--- config.mk ---
export PLATFORM = sky130hd
export DESIGN_NAME = top_controller
export DESIGN_NICKNAME = d
export VERILOG_FILES = /design/src/rtl/top_ctrl_pkg.sv /design/src/rtl/top_controller.sv
export SDC_FILE = /design/constraint.sdc
export NUM_CORES = 1
export LEC_CHECK = 0
export ABC_CLOCK_PERIOD_IN_PS = 2300
export CORE_MARGIN = 4
export CORE_UTILIZATION = 50
export DETAILED_ROUTE_END_ITERATION = 10
export PLACE_DENSITY = 0.75
export SYNTH_ARGS = -nofsm -noshare
export SYNTH_HDL_FRONTEND = slang
export SYNTH_SLANG_ARGS = --single-unit
--- constraint.sdc ---
create_clock -name clk -period 2.3 [get_ports clk]
set_clock_uncertainty 0.2 [all_clocks]
set_input_delay 0.46 -clock clk [delete_from_list [all_inputs] [get_ports clk]]
set_output_delay 0.46 -clock clk [all_outputs]
set_load 0.1 [all_outputs]
--- src/rtl/top_ctrl_pkg.sv ---
// Shared types for the attention-pass sequencer: state encoding, enable bundle
// and the state-to-enable decode.
package top_ctrl_pkg;

  localparam int NUM_WEIGHT_DEF = 4;
  localparam int NUM_TOKENS_DEF = 21;
  localparam int CNT_W_DEF      = 8;

  typedef enum logic [3:0] {
    ST_IDLE    = 4'd0,
    ST_LOAD_W  = 4'd1,
    ST_GEN_K   = 4'd2,
    ST_STORE_K = 4'd3,
    ST_GEN_Q   = 4'd4,
    ST_LOAD_Q  = 4'd5,
    ST_SOFTMAX = 4'd6,
    ST_QK      = 4'd7,
    ST_MAC     = 4'd8,
    ST_STORE_S = 4'd9,
    ST_DONE    = 4'd10
  } state_t;

  typedef struct packed {
    logic cs_qkv;
    logic cimeb_qkv;
    logic cs_qk;
    logic k_mode_qk;
    logic q_mode_qk;
    logic en_softmax;
    logic cme_softmax;
    logic weight_dma;
    logic loadk_dma;
    logic loadq_dma;
    logic loadscore_dma;
  } enables_t;

  function automatic enables_t decode_state(input state_t st);
    enables_t e;
    e = '0;
    case (st)
      ST_LOAD_W: begin
        e.weight_dma = 1'b1;
        e.cs_qkv     = 1'b1;
      end
      ST_GEN_K, ST_GEN_Q: begin
        e.cs_qkv    = 1'b1;
        e.cimeb_qkv = 1'b1;
      end
      ST_STORE_K: begin
        e.cs_qk     = 1'b1;
        e.k_mode_qk = 1'b1;
        e.loadk_dma = 1'b1;
      end
      ST_LOAD_Q: begin
        e.cs_qk     = 1'b1;
        e.loadq_dma = 1'b1;
      end
      ST_SOFTMAX: begin
        e.en_softmax  = 1'b1;
        e.cme_softmax = 1'b1;
      end
      ST_QK: begin
        e.cs_qk     = 1'b1;
        e.q_mode_qk = 1'b1;
      end
      ST_MAC: begin
        e.cs_qkv     = 1'b1;
        e.cimeb_qkv  = 1'b1;
        e.en_softmax = 1'b1;
      end
      ST_STORE_S: begin
        e.loadscore_dma = 1'b1;
        e.en_softmax    = 1'b1;
      end
      default: e = '0;
    endcase
    return e;
  endfunction

endpackage

--- src/rtl/top_controller.sv ---
// Attention-pass sequencer: weight load, K generation/store, then a per-token
// loop of Q load, softmax (skipped on the first pass), QK, MAC and score store.
module top_controller
  import top_ctrl_pkg::*;
#(
  parameter int NUM_WEIGHT = NUM_WEIGHT_DEF,
  parameter int NUM_TOKENS = NUM_TOKENS_DEF,
  parameter int CNT_W      = CNT_W_DEF
) (
  input  logic clk,
  input  logic rst,
  input  logic done_weight_dma,
  input  logic done_cimeb_qkv,
  input  logic done_k_mode_dma,
  input  logic done_loadq_dma,
  input  logic done_q_mode_qk,
  input  logic done_cme_softmax,
  input  logic down_loadscore_dma,
  input  logic done_loadk_dma,
  output logic enable_cs_qkv,
  output logic enable_cimeb_qkv,
  output logic enable_cs_qk,
  output logic enable_k_mode_qk,
  output logic enable_q_mode_qk,
  output logic enable_en_softmax,
  output logic enable_cme_softmax,
  output logic enable_weight_dma,
  output logic enable_loadk_dma,
  output logic enable_loadq_dma,
  output logic enable_loadscore_dma
);

  localparam logic [CNT_W-1:0] W_LAST = CNT_W'(NUM_WEIGHT - 1);
  localparam logic [CNT_W-1:0] T_LAST = CNT_W'(NUM_TOKENS - 1);
  localparam logic [CNT_W-1:0] C_MAX  = '1;

  state_t           state, state_nxt;
  logic [CNT_W-1:0] wcnt, wcnt_nxt;
  logic [CNT_W-1:0] tcnt, tcnt_nxt;
  logic             first, first_nxt;
  enables_t         en;

  // The K-transfer done is not part of the sequence; kept only to close the port.
  logic unused_loadk;
  assign unused_loadk = done_loadk_dma;

  always_ff @(posedge clk or posedge rst) begin
    if (rst) begin
      state <= ST_IDLE;
      wcnt  <= '0;
      tcnt  <= '0;
      first <= 1'b1;
    end else begin
      state <= state_nxt;
      wcnt  <= wcnt_nxt;
      tcnt  <= tcnt_nxt;
      first <= first_nxt;
    end
  end

  // Each state reacts only to its own unit's done; everything else is ignored.
  always_comb begin
    state_nxt = state;
    wcnt_nxt  = wcnt;
    tcnt_nxt  = tcnt;
    first_nxt = first;
    case (state)
      ST_IDLE: state_nxt = ST_LOAD_W;
      ST_LOAD_W: begin
        if (done_weight_dma) begin
          if (wcnt == W_LAST) begin
            wcnt_nxt  = '0;
            state_nxt = ST_GEN_K;
          end else if (wcnt != C_MAX) begin
            wcnt_nxt = wcnt + 1'b1;
          end
        end
      end
      ST_GEN_K:   if (done_cimeb_qkv)   state_nxt = ST_STORE_K;
      ST_STORE_K: if (done_k_mode_dma)  state_nxt = ST_GEN_Q;
      ST_GEN_Q:   if (done_cimeb_qkv)   state_nxt = ST_LOAD_Q;
      ST_LOAD_Q:  if (done_loadq_dma)   state_nxt = first ? ST_QK : ST_SOFTMAX;
      ST_SOFTMAX: if (done_cme_softmax) state_nxt = ST_QK;
      ST_QK:      if (done_q_mode_qk)   state_nxt = ST_MAC;
      ST_MAC:     if (done_cimeb_qkv)   state_nxt = ST_STORE_S;
      ST_STORE_S: begin
        if (down_loadscore_dma) begin
          first_nxt = 1'b0;
          if (tcnt != C_MAX) tcnt_nxt = tcnt + 1'b1;
          state_nxt = (tcnt == T_LAST) ? ST_DONE : ST_LOAD_Q;
        end
      end
      ST_DONE: state_nxt = ST_DONE;
      default: state_nxt = ST_IDLE;
    endcase
  end

  // Moore decode straight off the state register, so reset clears it at once.
  always_comb en = decode_state(state);

  assign enable_cs_qkv        = en.cs_qkv;
  assign enable_cimeb_qkv     = en.cimeb_qkv;
  assign enable_cs_qk         = en.cs_qk;
  assign enable_k_mode_qk     = en.k_mode_qk;
  assign enable_q_mode_qk     = en.q_mode_qk;
  assign enable_en_softmax    = en.en_softmax;
  assign enable_cme_softmax   = en.cme_softmax;
  assign enable_weight_dma    = en.weight_dma;
  assign enable_loadk_dma     = en.loadk_dma;
  assign enable_loadq_dma     = en.loadq_dma;
  assign enable_loadscore_dma = en.loadscore_dma;

endmodule

# --- After elaboration in Yosys (flattened, before gate mapping) ---
# Cells that the tools add are included.
word_totals:
  word_cells: 65
  reg_bits: 21
  in_bits: 10
  out_inout_bits: 11
op_classes:
  addsub: 2
  eq_ne: 24
  muxes: 25
  reduce_logical: 10
ops:
  columns: ["operator", "count"]
  rows:
  - ["4-bit 2-to-1 mux", 11]
  - ["4-bit case mux with 11 select lines", 1]
  - ["2-bit != test (second input constant)", 10]
  - ["8-bit by 1-bit adder with 8-bit output (second input constant)", 2]
  - ["4-bit by 3-bit equality test with 1-bit output (second input constant)", 4]
  - ["8-bit 2-to-1 mux", 2]
  - ["8-bit != test (second input constant)", 2]
  - ["4-bit equality test (second input constant)", 3]
  - ["1-bit 2-to-1 mux", 11]
  - ["10-bit AND reduction", 1]
  - ["3-bit OR reduction", 3]
  - ["4-bit by 2-bit equality test with 1-bit output (second input constant)", 2]
  - ["8-bit by 2-bit equality test with 1-bit output (second input constant)", 1]
  - ["8-bit by 5-bit equality test with 1-bit output (second input constant)", 1]
  - ["3-bit AND reduction", 2]
  - ["4-bit by 1-bit equality test with 1-bit output (second input constant)", 1]
  - ["4-bit zero test", 1]
  - ["4-bit OR reduction", 1]
  - ["2-bit AND reduction", 1]
  - ["2-bit nonzero test", 1]

# --- Logic depth before layout (Yosys ltp) ---
# Gate-level depths: netlist of the first run.
depth:
  depth_word: 4
  ltp_mapped: 6
  ltp_nobuf: 6

# --- Worst setup path before layout of the first run ---
# No wires, ideal clock.
synth_path:
  path_kind: "flip-flop to output port"
  start: "reg state[0]"
  end: "out enable_loadk_dma"
  n_path_buf: 2
  stages_incl_launch_ff: 5
  required_time_ns: 1.640
  setup_slack_ns: -2.989
  arrival_ns: 4.629
  path_cell_list: "dfrtp_1 > clkbuf_1 > inv_1 > nor4b_1 > buf_4"
synth_via:
  elab_chain_cells: 2
synth_rtl:
  columns: ["item", "line_no", "text"]
  rows:
  - ["start, declared", "top_controller.sv:37", "state_t state, state_nxt;"]
  - ["start signal, assigned", "top_controller.sv:54", "state <= state_nxt;"]
  - ["4-bit by 2-bit equality test with 1-bit output", null, null]
  - ["1-bit 2-to-1 mux", null, null]
  - ["end, declared", "top_controller.sv:28", "output logic enable_loadk_dma,"]
# No other way between the ends.

# --- Final worst setup path of the first run ---
layout_path:
  start: "reg state[3]"
  end: "out enable_en_softmax"
layout_via:
  elab_chain_cells: 3
  elab_cells_between_ends: 5
  classes_between: "eq/ne (3); mux (1); reduce/logical (1)"
layout_rtl:
  columns: ["item", "line_no", "text"]
  rows:
  - ["4-bit equality test or 4-bit by 3-bit equality test with 1-bit output (tied branches)", "top_ctrl_pkg.sv:40", "case (st)"]
  - ["3-bit OR reduction (no source line) (*)", null, null]
  - ["1-bit 2-to-1 mux (*)", "top_ctrl_pkg.sv:40", null]
  - ["end, declared", "top_controller.sv:25", "output logic enable_en_softmax,"]
# Mark *: on every way between the ends. The rest lies on a longest branch, timed or not.

==> results of run 1 <==
flip-flops by register name (all words and copies together), names as in the netlist:
register,cells
first,1
state,4
wcnt,8
tcnt,8
per-stage QoR:
stage	worst slack (ns)	util	total power (uW)	setup TNS, ns	instances
2_1_floorplan	-0.619	-	2040	-5.18	139
3_3_place_gp	-0.0796	0.708	2650	-0.0796	192
3_5_place_dp	-0.103	0.708	2710	-0.160	192
4_1_cts	-0.0107	0.740	2980	-0.0107	200
5_1_grt	-0.0636	0.772	3300	-0.220	210
6_report	0.0236	0.772	3160	0	210
worst max-delay path: stages (launching register included):
cell	delay, ns
dfrtp_2	0.46
buf_8	0.15
nand3b_1	0.25
nor2_4	0.18
a21o_4	0.12
buf_12	0.16
cell families after synthesis:
| family | Yosys count |
|---|---|
| and+or+nand+nor | 58 |
| AOI/OAI and AO/OA | 27 |
| DFF | 21 |
| buffers and inverters | 15 |
| xor gates and xnor gates | 12 |
| muxes | 3 |
| adders and majority gates | 3 |
repair_timing:
| item | in CTS | in global routing |
|---|---|---|
| gates resized for setup | 8 | 2 |
| setup endpoints to repair | 9 | 6 |
| setup buffers | 4 | 10 |
| endpoints found under the hold margin | 0 | 0 |
| pin swaps | 2 | 2 |
| hold buffers | 0 | 0 |
cells in the mapped netlist, types with 3 or more instances:
| cell | n | area, um^2 |
|---|---|---|
| a21oi_1 | 4 | 20.0 |
| clkbuf_1 | 3 | 11.3 |
| dfrtp_1 | 20 | 500 |
| ha_1 | 3 | 37.5 |
| inv_1 | 8 | 30.0 |
| nand2_1 | 12 | 45.0 |
| nand3_1 | 7 | 35.0 |
| nand4_1 | 4 | 25.0 |
| nor2_1 | 6 | 22.5 |
| nor3_1 | 5 | 25.0 |
| o21ai_0 | 5 | 25.0 |
| or4b_1 | 4 | 40.0 |
| xnor2_1 | 7 | 61.3 |
| xor2_1 | 5 | 43.8 |
per-layer routing:
layer  share of wire  vias to the layer above  track usage
li1                -                      600            -
met1            0.42                      597        0.251
met4           0.026                        0       0.0759
met3           0.057                       12       0.0346
met2            0.49                       49        0.360
met5               0                        -            0
worst max-delay path by stage:
stage,startpoint,endpoint,cells past startpoint
floorplan,state[1],enable_cs_qkv,3
global placement,done_weight_dma,state[0],5
detailed placement,done_weight_dma,state[0],5
CTS,state[1],enable_en_softmax,4
global route,state[3],enable_loadq_dma,5
finish,state[3],enable_en_softmax,5
layout make-up:
| class | instances | area, um^2 |
|---|---|---|
| Multi-Input combinational cell | 103 | 827 |
| Fill cell | 169 | 574 |
| Sequential cell | 21 | 532 |
| Timing Repair Buffer | 44 | 495 |
| Tap cell | 30 | 37.5 |
| Inverter | 8 | 30.0 |
| Clock buffer | 4 | 26.3 |
power groups by stage:
stage | Clock (uW) | Combinational [uW] | Sequential, uW
final | 178 | 2410 | 574
after global routing | 195 | 2510 | 592
after global placement | 0 | 2060 | 597
after detailed placement | 0 | 2100 | 604
after floorplan | 0 | 1520 | 523
after CTS | 182 | 2190 | 609
==> run_results.csv, run 1 <==
group,metric,value,unit
outcome,status,"completed",
detailed_routing,detail_route.wl_per_cell,16.9,um
pwr,sw_frac_of_total,0.516,
clock_tree,root_buffer,"clkbuf_4",
clock_tree,cts.reportedPaths.clkPinSlew,0.12,ns
worst_setup_path,r2r_setup_slack,0.08,ns
worst_setup_path,rr_worst_depth,6,
worst_setup_path,path_max_fanout,5,
detailed_routing,vias_per_cell,5.99,
timing,fin_hold_ws,0.275,ns
timing,period_minus_slack,2.28,ns
floorplan,core,2520,um^2
yosys,synth_ff_type,"dfrtp_1",
clock_tree,htreeDepth,1,
final_layout,final_cell_area,1950,um^2
pwr,power_leakage,0.000841,uW
floorplan,io_pins,21,
yosys,synthAdderAreaFrac,0.0278,
worst_setup_path,reg2reg_from,"state[3]",
timing,drv_slew,0,
worst_setup_path,start_kind,"flop",
timing,max-slew-margin-rel,0.489,
grt,grt_max_degree,22,
clock_tree,cts.sinks,21,
yosys,synth_compound_area_frac,0.149,
yosys,yosys.area_share.simple,0.280,
yosys,synth_xor_area_frac,0.0778,
yosys,synthMuxAreaShare,0.0232,
yosys,syn_nets,152,
timing,worst_slew_pin_slew,0.748,ns
floorplan,die_y,60.0,um
floorplan,die_area,3600,um^2
timing,max_freq,0.439,GHz
placed_design,placed_area,1790,um^2
yosys,synth_edf_count,0,
final_layout,syn2layout_area_growth,44.3,%
placed_design,hpwlAfterDp,2.47,mm
final_layout,fin_nets,194,
grt,grt_pass1_vias,1264,
detailed_routing,drc,0,
clock_tree,ctsLongestPathBuffers,2,
pwr,p_seq_frac,0.182,
yosys,avgSynthCellArea,9.71,um^2
detailed_routing,antenna_left,0,
yosys,yosys_register_bits,21,
yosys,syn_area,1350,um^2
pwr,powerDensity,1620,nW/um^2
clock_tree,clk_latency,0.30,ns
yosys,async_flop_share,1.00,
timing,period_share,0.990,
yosys,ys_seq_area_frac,0.390,
pwr,pwr-share-comb,0.762,
grt,grt_usage,0.206,
grt,grt_pass1_wl,5.61,mm
worst_setup_path,worstSetupPathType,"reg -> out",
min_path,hold_class,"in -> async",
worst_setup_path,crit_required,1.64,ns
flow_run,drv_cap,0,
timing,hold_viol,0,
final_layout,drive_gt1_frac,0.339,
grt,antenna_found_initial,0,
final_layout,insertedDiodeCount,0,
pwr,ir_worst_vdd,0.00212,V
pwr,p_sw,1630,uW
detailed_routing,drt_wl_total,3.56,mm
worst_setup_path,critPathArrivalTime,1.62,ns
worst_setup_path,worstSetupEndpointType,"primary output",
detailed_routing,drtIter0Drc,73,
grt,gr-total-overflow,0,
final_layout,final_common_cell,"buf_4",
detailed_routing,vias,1258,
placed_design,port_buffers,19,
floorplan,start_util,0.535,
yosys,yosys_warnings,0,
timing,grt_setup_unrepaired,"yes",
floorplan,die_x,60.0,um
yosys,synth_cell_types,49,
worst_setup_path,worstReg2RegEnd,"state[1]",
pwr,p_int,1530,uW
yosys,synth_cells,139,
floorplan,rows,18,
final_layout,final_cell_mix,"24 x buf_4, 16 x dfrtp_1, 12 x nand2_1, 11 x buf_12",
placed_design,place.gp.congestion,0.875,
detailed_routing,dr.pass1.iters,4,
clock_tree,numCtsBuffers,3,
yosys,synth_top_family_by_area,"simple AND/OR/NAND/NOR gates",
pwr,power_frac_clock,0.056,
clock_tree,cts_tree,"built",
timing,finalSetupViolations,0,
(Power assumes the default switching activity.)
==> inputs of run 2 (changes only) <==
--- a/config.mk
+++ b/config.mk
@@ -10,6 +10,7 @@
 export CORE_UTILIZATION = 50
 export DETAILED_ROUTE_END_ITERATION = 10
 export PLACE_DENSITY = 0.75
+export REMOVE_ABC_BUFFERS = 1
 export SYNTH_ARGS = -nofsm -noshare
 export SYNTH_HDL_FRONTEND = slang
 export SYNTH_SLANG_ARGS = --single-unit
==> run 2 against run 1 <==
  * The flow now finishes with violations (setup timing)
  * Sequential share of layout area is 1.3 points higher
  * Final area is 4.6% lower
  * Final cell count is 2.4% lower
  * Utilization is 3.5 points lower
  * Sequential cell count stayed put
  * Die area stayed put
  * Setup slack worse by 0.043 ns
  * First-iteration DRC count is 42% lower
  * Register-to-register slack better by 0.06 ns
==> run_results.csv, run 2 (same netlist as run 1, synthesis figures left out) <==
group,metric,value,unit
grt,grt_pass1_vias,1140,
grt,grt_max_degree,22,
worst_setup_path,path_delay_family,"simple AND/OR/NAND/NOR gates",
timing,max-slew-margin-rel,0.510,
pwr,power_frac_clock,0.062,
worst_setup_path,worstReg2RegEnd,"wcnt[7]",
outcome,status,"complete, but fails checks",
worst_setup_path,start_kind,"flop",
worst_setup_path,critPathArrivalTime,1.66,ns
timing,period_share,1.01,
pwr,power_leakage,0.000813,uW
final_layout,fin_cells,205,
final_layout,top_regs,"tcnt (8), wcnt (8), state (4)",
final_layout,drive_gt1_frac,0.286,
timing,max_freq,0.431,GHz
clock_tree,root_buffer,"clkbuf_4",
detailed_routing,drt-met1-wl,1.38,mm
placed_design,place_ws,-0.0957,ns
detailed_routing,vias_per_cell,6.05,
floorplan,core,2520,um^2
final_layout,insertedDiodeCount,0,
clock_tree,cts_tree,"built",
pwr,powerDensity,1560,nW/um^2
clock_tree,cts.sinks,21,
flow_run,drv_cap,0,
detailed_routing,vias,1240,
clock_tree,cts.reportedPaths.clkPinSlew,0.12,ns
clock_tree,clk_latency,0.30,ns
placed_design,port_buffers,19,
min_path,hold_class,"in -> async",
clock_tree,numCtsBuffers,3,
grt,gr-total-overflow,0,
timing,drv_slew,0,
worst_setup_path,crit_required,1.64,ns
final_layout,syn2layout_area_growth,37.7,%
timing,fin_setup_tns,-0.0435,ns
timing,period_minus_slack,2.32,ns
final_layout,n_fill_cell,184,
placed_design,place.gp.congestion,0.805,
detailed_routing,antenna_left,0,
grt,grt_pass1_wl,5.08,mm
floorplan,die_area,3600,um^2
placed_design,post-place-cells,192,
worst_setup_path,rr_worst_depth,5,
worst_setup_path,slowest_delay,0.48,ns
floorplan,die_x,60.0,um
pwr,pwr-share-comb,0.739,
detailed_routing,wl_met3,169,um
detailed_routing,route.met2.wl,1.62,mm
final_layout,final_cell_mix,"17 x buf_4, 16 x dfrtp_1, 12 x nand2_1, 11 x buf_12",
final_layout,fin_nets,189,
clock_tree,htreeDepth,1,
detailed_routing,drt_wl_total,3.19,mm
detailed_routing,dr.pass1.iters,4,
final_layout,regArea,532,um^2
pwr,ir_worst_vdd,0.00178,V
pwr,p_sw,1490,uW
pwr,p_seq_frac,0.199,
timing,worst_slew_pin_slew,0.716,ns
final_layout,final_common_cell,"buf_4",
placed_design,hpwlAfterDp,2.24,mm
worst_setup_path,critical_path.slowest_cell,"dfrtp_2",
final_layout,multi_input_area,772,um^2
pwr,finalPower,2900,uW
clock_tree,ctsLongestPathBuffers,2,
timing,finalSetupViolations,4,
final_layout,post-route-util,0.737,
detailed_routing,drtIter0Drc,42,
outcome,violations,"setup timing",
pwr,sw_frac_of_total,0.516,
worst_setup_path,path_buf_inv,2,
worst_setup_path,reg2reg_from,"wcnt[0]",
timing,hold_viol,0,
clock_tree,holdBufCountCts,0,
timing,grt_setup_unrepaired,"yes",
grt,grt_usage,0.185,
worst_setup_path,worstSetupPathType,"reg -> out",
detailed_routing,drc,0,
detailed_routing,top_layer_used,"met4",
floorplan,rows,18,
grt,antenna_found_initial,0,
floorplan,die_y,60.0,um
worst_setup_path,worstSetupEndpointType,"primary output",
pwr,p_int,1400,uW
worst_setup_path,r2r_setup_slack,0.14,ns
worst_setup_path,worstPathCellList,"buf_6 -> nor4b_4 -> or2_2 -> buf_12",
floorplan,io_pins,21,
floorplan,start_util,0.535,
detailed_routing,detail_route.wl_per_cell,15.6,um
worst_setup_path,path_max_fanout,6,
timing,fin_ws,-0.0199,ns
==> run 2: changes by cell type in the layout (fill, tap and decap cells not counted), moves of 2 or more <==
cell / change
o21ai_0: +2
buf_4: -7
nor2_1: +3
buf_6: +3
nor2_2: -2
o21ai_1: -2
==> run 2: area by class of cell <==
type	count	area share
clock buffer	4	0.0141
inverter	8	0.0162
multi-input combinational	103	0.415
sequential	21	0.286
tap	30	0.0202
timing repair buffer	39	0.248
==> run 2: worst max path at each step <==
stage,to,depth (start not counted),from
finish,enable_cs_qkv,4,state[3]
global route,enable_k_mode_qk,4,state[2]
CTS,enable_en_softmax,5,state[3]
detailed placement,state[0],5,done_weight_dma
global placement,state[0],5,done_weight_dma
floorplan,enable_k_mode_qk,1,state[1]
==> run 2: worst min-delay path, stage by stage <==
cell and delay, ns:
clkdlybuf4s50_1 0.39, inv_1 0.05, buf_4 0.27
==> run 2: per-layer routing <==
layer  vias to the layer above  track usage
met1                       614        0.240
li1                        590            -
met2                        34        0.315
met4                         0       0.0475
met5                         -            0
met3                         2       0.0367
==> run 2: through the flow <==
stage / hold WS, ns / area (um^2)
after detailed placement: 0.283 / 1730
after CTS: 0.278 / 1800
after global placement: 0.270 / 1730
final: 0.270 / 1860
after global routing: 0.273 / 1860
after floorplan: 0.236 / 1310
==> run 2: repair_timing <==
item / CTS / global route
setup buffers: 4 / 5
gates resized for setup: 5 / 5
pin swaps: 1 / 1
setup endpoints to repair: 8 / 9
==> run 2: power by group through the flow <==
stage / sequential [uW] / clock [uW] / combinational (uW)
finish: 578 / 179 / 2140
global route: 593 / 200 / 2250
CTS: 584 / 181 / 2020
detailed placement: 607 / 0 / 1930
global placement: 595 / 0 / 1900
floorplan: 601 / 0 / 1180
==> inputs of run 3 (changes only) <==
--- a/config.mk
+++ b/config.mk
@@ -6,6 +6,7 @@
 export NUM_CORES = 1
 export LEC_CHECK = 0
 export ABC_CLOCK_PERIOD_IN_PS = 2300
+export CORE_ASPECT_RATIO = 1.25
 export CORE_MARGIN = 4
 export CORE_UTILIZATION = 50
 export DETAILED_ROUTE_END_ITERATION = 10
==> run 3 against run 2 <==
  * The flow still finishes with violations (setup timing)
  * Via count grew 0.48%
  * Power rose by 4.8%
  * Wire length is 6.9% higher
  * Hold slack lost 0.057 ns
  * First-iteration DRC count up 14%
  * Setup slack gained 0.011 ns
  * Count of clock-buffer cells in the layout stayed put
  * Fmax increased by 0.49%
  * Sequential share of layout area is 0.75 points lower
  * Combinational power increased by 7%
==> run_results.csv, run 3 (same netlist as run 1, synthesis figures left out) <==
group,metric,value,unit
placed_design,place_ws,-0.0844,ns
timing,worst_slew_pin_slew,0.593,ns
placed_design,post-place-cells,194,
timing,drv_slew,0,
timing,hold_viol,0,
clock_tree,htreeDepth,1,
worst_setup_path,worstSetupEndpointType,"primary output",
detailed_routing,drtIter0Drc,48,
timing,fin_ws,-0.00857,ns
clock_tree,cts.reportedPaths.clkPinSlew,0.11,ns
grt,grt_usage,0.205,
final_layout,drive_gt1_frac,0.319,
worst_setup_path,worstSetupPathType,"reg -> out",
floorplan,die_y,66.1,um
final_layout,final_cell_mix,"26 x buf_4, 16 x dfrtp_1, 12 x nand2_1, 11 x buf_12",
clock_tree,clk_latency,0.30,ns
detailed_routing,drc,0,
detailed_routing,drt_wl_total,3.41,mm
final_layout,top_regs,"tcnt (8), wcnt (8), state (4)",
final_layout,insertedDiodeCount,0,
worst_setup_path,critPathArrivalTime,1.65,ns
clock_tree,numCtsBuffers,3,
timing,grt_setup_unrepaired,"yes",
final_layout,syn2layout_area_growth,41.4,%
grt,grt_pass1_wl,5.49,mm
placed_design,hpwlAfterDp,2.24,mm
grt,gr-total-overflow,0,
min_path,hold_class,"in -> async",
timing,period_share,1.00,
floorplan,io_pins,21,
clock_tree,ctsLongestPathBuffers,2,
placed_design,port_buffers,19,
timing,max_freq,0.433,GHz
final_layout,fin_cells,215,
clock_tree,root_buffer,"clkbuf_4",
pwr,powerDensity,1590,nW/um^2
detailed_routing,dr.pass1.iters,4,
pwr,ir_worst_vdd,0.00107,V
floorplan,rows,20,
grt,antenna_found_initial,0,
flow_run,drv_cap,0,
grt,grt_pass1_vias,1272,
timing,finalSetupViolations,1,
clock_tree,cts_tree,"built",
worst_setup_path,path_max_fanout,4,
clock_tree,cts.sinks,21,
floorplan,die_x,54.5,um
grt,grt_max_degree,13,
final_layout,final_common_cell,"buf_4",
worst_setup_path,start_kind,"flop",
timing,period_minus_slack,2.31,ns
timing,max-slew-margin-rel,0.594,
detailed_routing,detail_route.wl_per_cell,15.9,um
floorplan,die_area,3600,um^2
floorplan,start_util,0.540,
placed_design,place.gp.congestion,0.794,
detailed_routing,vias,1246,
worst_setup_path,crit_required,1.64,ns
detailed_routing,vias_per_cell,5.80,
final_layout,fin_nets,196,
detailed_routing,antenna_left,0,
outcome,violations,"setup timing",
final_layout,post-route-util,0.763,
outcome,status,"complete, but fails checks",
timing,fin_hold_ws,0.213,ns
pwr,power_leakage,0.000848,uW
timing,fin_setup_tns,-0.00857,ns
floorplan,core,2500,um^2
==> run 3: changes by cell type in the layout (fill, tap and decap cells not counted) <==
cell	change
buf_6	-2
buf_4	+9
nor4_1	+1
nor3_2	+1
nor2_2	+1
nor2_1	-1
nor4_2	-1
nor3_1	-1
==> run 3: layout make-up <==
class / count / area, um^2
clock buffer: 4 / 26.3
tap: 33 / 41.3
timing repair buffer: 46 / 507
fill: 165 / 593
inverter: 8 / 30.0
sequential: 21 / 532
multi-input combinational: 103 / 773
==> run 3: worst max-delay path, cell delays in order, from the launching register on <==
cell and delay [ns]:
dfrtp_2 0.46, buf_6 0.14, nand3b_1 0.24, nor2_2 0.18, a21o_1 0.14, buf_12 0.18
==> run 3: metrics by stage <==
stage	total power (uW)	cell area, um^2
final	3040	1910
after global routing	3170	1910
after CTS	2910	1860
after detailed placement	2540	1730
after global placement	2500	1730
after floorplan	1780	1310
==> run 3: power breakdown <==
part | leakage (uW) | switching [uW] | internal (uW)
Clock | 0.0000150 | 108 | 67.7
Sequential | 0.000268 | 111 | 457
Combinational | 0.000565 | 1340 | 949
Total | 0.000848 | 1560 | 1470
==> run 3: metal layers <==
layer / global-route usage / vias to the layer above / share of wire
li1: - / 602 / -
met1: 0.250 / 592 / 0.43
met2: 0.340 / 44 / 0.50
met3: 0.0226 / 8 / 0.048
met4: 0.112 / 0 / 0.021
met5: 0 / - / 0
==> run 3: worst paths after layout <==
check                         start  slack [ns]                 to  cells after the start
setup / recovery           state[3]      -0.009  enable_en_softmax                      5
hold / removal                  rst        0.21            wcnt[2]                      2
setup reg to reg           state[2]        0.03           state[1]                      6
hold reg to reg               first        0.29              first                      1
max in group asynchronous       rst        1.12              first                      3
min in group clk              first        0.29              first                      1
==> run 3: repair_timing <==
action / 4_1_cts / 5_1_grt
buffers inserted: 14 / 3
pin swaps: 1 / 2
hold buffers: 0 / 0
resized for setup: 4 / 5
setup endpoints to repair: 9 / 8
==> patch: new RTL, flow settings as in run 3 <==
Set the package constant `CNT_W_DEF` to 12 (it was 8).
--- a/src/rtl/top_ctrl_pkg.sv
+++ b/src/rtl/top_ctrl_pkg.sv
@@ -6,3 +6,3 @@
   localparam int NUM_TOKENS_DEF = 21;
-  localparam int CNT_W_DEF      = 8;
+  localparam int CNT_W_DEF      = 12;
 
Function: same outputs for any inputs over 10 cycles, from zero or initial values and one cycle with rst high; that may be too few to reach the edited logic, so the function may still have changed.
==> patch against run 3 <==
- setup slack gained 0.10 ns
- power decreased by 0.44%
- largest power group unchanged
- register-to-register slack better by 0.13 ns
- critical path depth decreased by 1
- synthesized cell count rose by 33%
- synthesized area grew 27%
- routed wire length increased by 12%
- critical path type unchanged
- final area is 18% higher
- sequential cell count rose by 8
==> patch: results (changes against run 3) <==
[metrics] Worst Min Path Start: tcnt[5]$_DFFE_PP0P_
[metrics] total cell area at the placement stage: 2130 sq um (+23%)
[metrics] Final ANT Viol Nets: 0 (unchanged)
[metrics] largest buffer count on any clock path: 2 (unchanged)
[metrics] Least-Margin Pin Slew: 0.447 ns (-0.145 ns)
[metrics] maximum net fanout on the critical path: 11 (+7)
[metrics] worst setup slack before clock tree synthesis: 0.0300 ns (+0.114 ns)
[metrics] mean number of vias per cell: 5.95 (+2.6%)
[metrics] vias in the first global route: 1484 (+17%)
[metrics] static leakage: 1.03 nW (+21%)
[metrics] global router's overall resource usage: 0.200 (-0.00476)
[metrics] H-Tree Level Count: 2 (+1)
[metrics] number of clock buffers inserted by TritonCTS: 5 (+2)
[metrics] clock-pin slew reported for the worst setup and hold paths after clock tree synthesis: 0.06 ns (-0.05 ns)
[metrics] leading cell types by total area after synthesis: dfrtp_1 41%, nand3_1 5.2%, xnor2_1 4.1%
[metrics] first-pass GRT wire length: 6.73 mm (+23%)
[metrics] sequential cell area fraction in the yosys report: 0.423 (+0.0327)
[metrics] worst r2r src: wcnt[1]$_DFFE_PP0P_
[metrics] number of iterations in the first detailed-routing pass: 4 (unchanged)
[metrics] clock latency on the worst-skew pair: 0.28 ns (-0.02 ns)
[metrics] warnings from Yosys: 0 (unchanged)
[metrics] Initial Utilization: 0.529 (-0.0108)
[metrics] initial antenna violation count: 0 (unchanged)
[metrics] top post-synthesis cells by count: 28 x dfrtp_1, 18 x nand3_1, 14 x nand2_1
[metrics] run status: complete, no violations
[metrics] Final GP Congestion: 0.882 (+11%)
[metrics] min-delay worst type: flop to flop
[metrics] final antenna diode count: 0 (unchanged)
[metrics] maximum number of pins on one net before global-route repair: 30 (+17)
[metrics] layout net count: 228 (+16%)
[metrics] registers with the highest flip-flop counts: tcnt: 12 flops, wcnt: 12 flops, state: 4 flops
[metrics] input/output buffers: 19 (unchanged)
[metrics] data arrival time at the worst-slack endpoint: 1.55 ns (-0.10 ns)
[metrics] number of violations reported at the end of detailed-routing iteration 0: 165 (+240%)
[metrics] number of unique standard cell types used by synthesis: 48 (-2.0%)
[metrics] CTS root buf: clkbuf_8
[metrics] crit path launch: state[2]$_DFFE_PP0P_
[metrics] share of final-layout standard cells stronger than drive strength 1: 0.231 (-0.0872)
[metrics] maximum VDD drop: 1710 uV (+60%)
[metrics] asr flop ratio synth: 1.00 (unchanged)
[metrics] detailed placement HPWL: 2.88 mm (+29%)
[metrics] Routed WL: 3.81 mm (+12%)
## patch: cell count changes after synthesis, sizes merged, moves of 3 or more
| cell | delta |
|---|---|
| nor3b | +5 |
| and3 | +6 |
| o21ai | +4 |
| nand3 | +11 |
| or4b | -5 |
| nand2 | +3 |
| dfrtp | +8 |
## patch: final cells by class
type                            count  area, sq um
Sequential cell                    29          731
Clock inverter                      2         10.0
Tap cell                           37         46.3
Fill cell                         238          998
Timing Repair Buffer               32          410
Inverter                           10         37.5
Multi-Input combinational cell    137          946
Clock buffer                        6         72.6
## patch: final timing paths
| check | end | slack (ns) | cells after the start |
|---|---|---|---|
| max | enable_loadscore_dma | 0.09 | 4 |
| min in group asynchronous | tcnt[4]$_DFFE_PP0P_ | 0.31 | 3 |
| min reg2reg | tcnt[5]$_DFFE_PP0P_ | 0.29 | 1 |
| min | tcnt[5]$_DFFE_PP0P_ | 0.29 | 1 |
| max in group asynchronous | first$_DFFE_PP1P_ | 1.35 | 3 |
| max reg2reg | wcnt[3]$_DFFE_PP0P_ | 0.16 | 6 |
## patch: critical path: stages, from the launching register on
cell and delay (ns):
dfrtp_2 0.46, buf_4 0.19, nand4bb_1 0.25, inv_1 0.17
buf_12 0.19
## patch: what timing repair did
action                     4_1_cts  5_1_grt
pin swaps                        0        2
setup buffers                    0        1
setup endpoints to repair        2       13
gates resized for setup          2       11
gates cloned                     0        0
## patch: kinds of logic (layout without fill, tap and decap cells)
family | Yosys count | after routing | synth area share
AO/OA/AOI/OAI | 29 | 29 | 0.128
buffers and inverters | 19 | 50 | 0.0458
adder cells (fa/ha/maj) | 3 | 3 | 0.0218
XOR/XNOR | 15 | 15 | 0.0764
AND/OR/NAND/NOR | 86 | 86 | 0.281
multiplexers | 4 | 4 | 0.0240
flip-flops | 29 | 29 | 0.423
## patch: stage by stage
stage,utilization,std cells
3_5_place_dp,0.654,244
5_1_grt,0.693,253
3_3_place_gp,0.654,244
2_1_floorplan,-,176
4_1_cts,0.681,252
6_report,0.693,253
## patch: where the power goes
part / switching [mW] / internal, mW / total [mW]
logic: 1.17 / 0.735 / 1.91
clock network: 0.182 / 0.209 / 0.391
registers: 0.117 / 0.608 / 0.724
## patch: routing by layer
layer,track usage,part of all wire,vias up
li1,-,-,730
met1,0.249,0.42,736
met2,0.335,0.53,34
met3,0.0475,0.037,5
met4,0.0699,0.014,0
met5,0,0,-
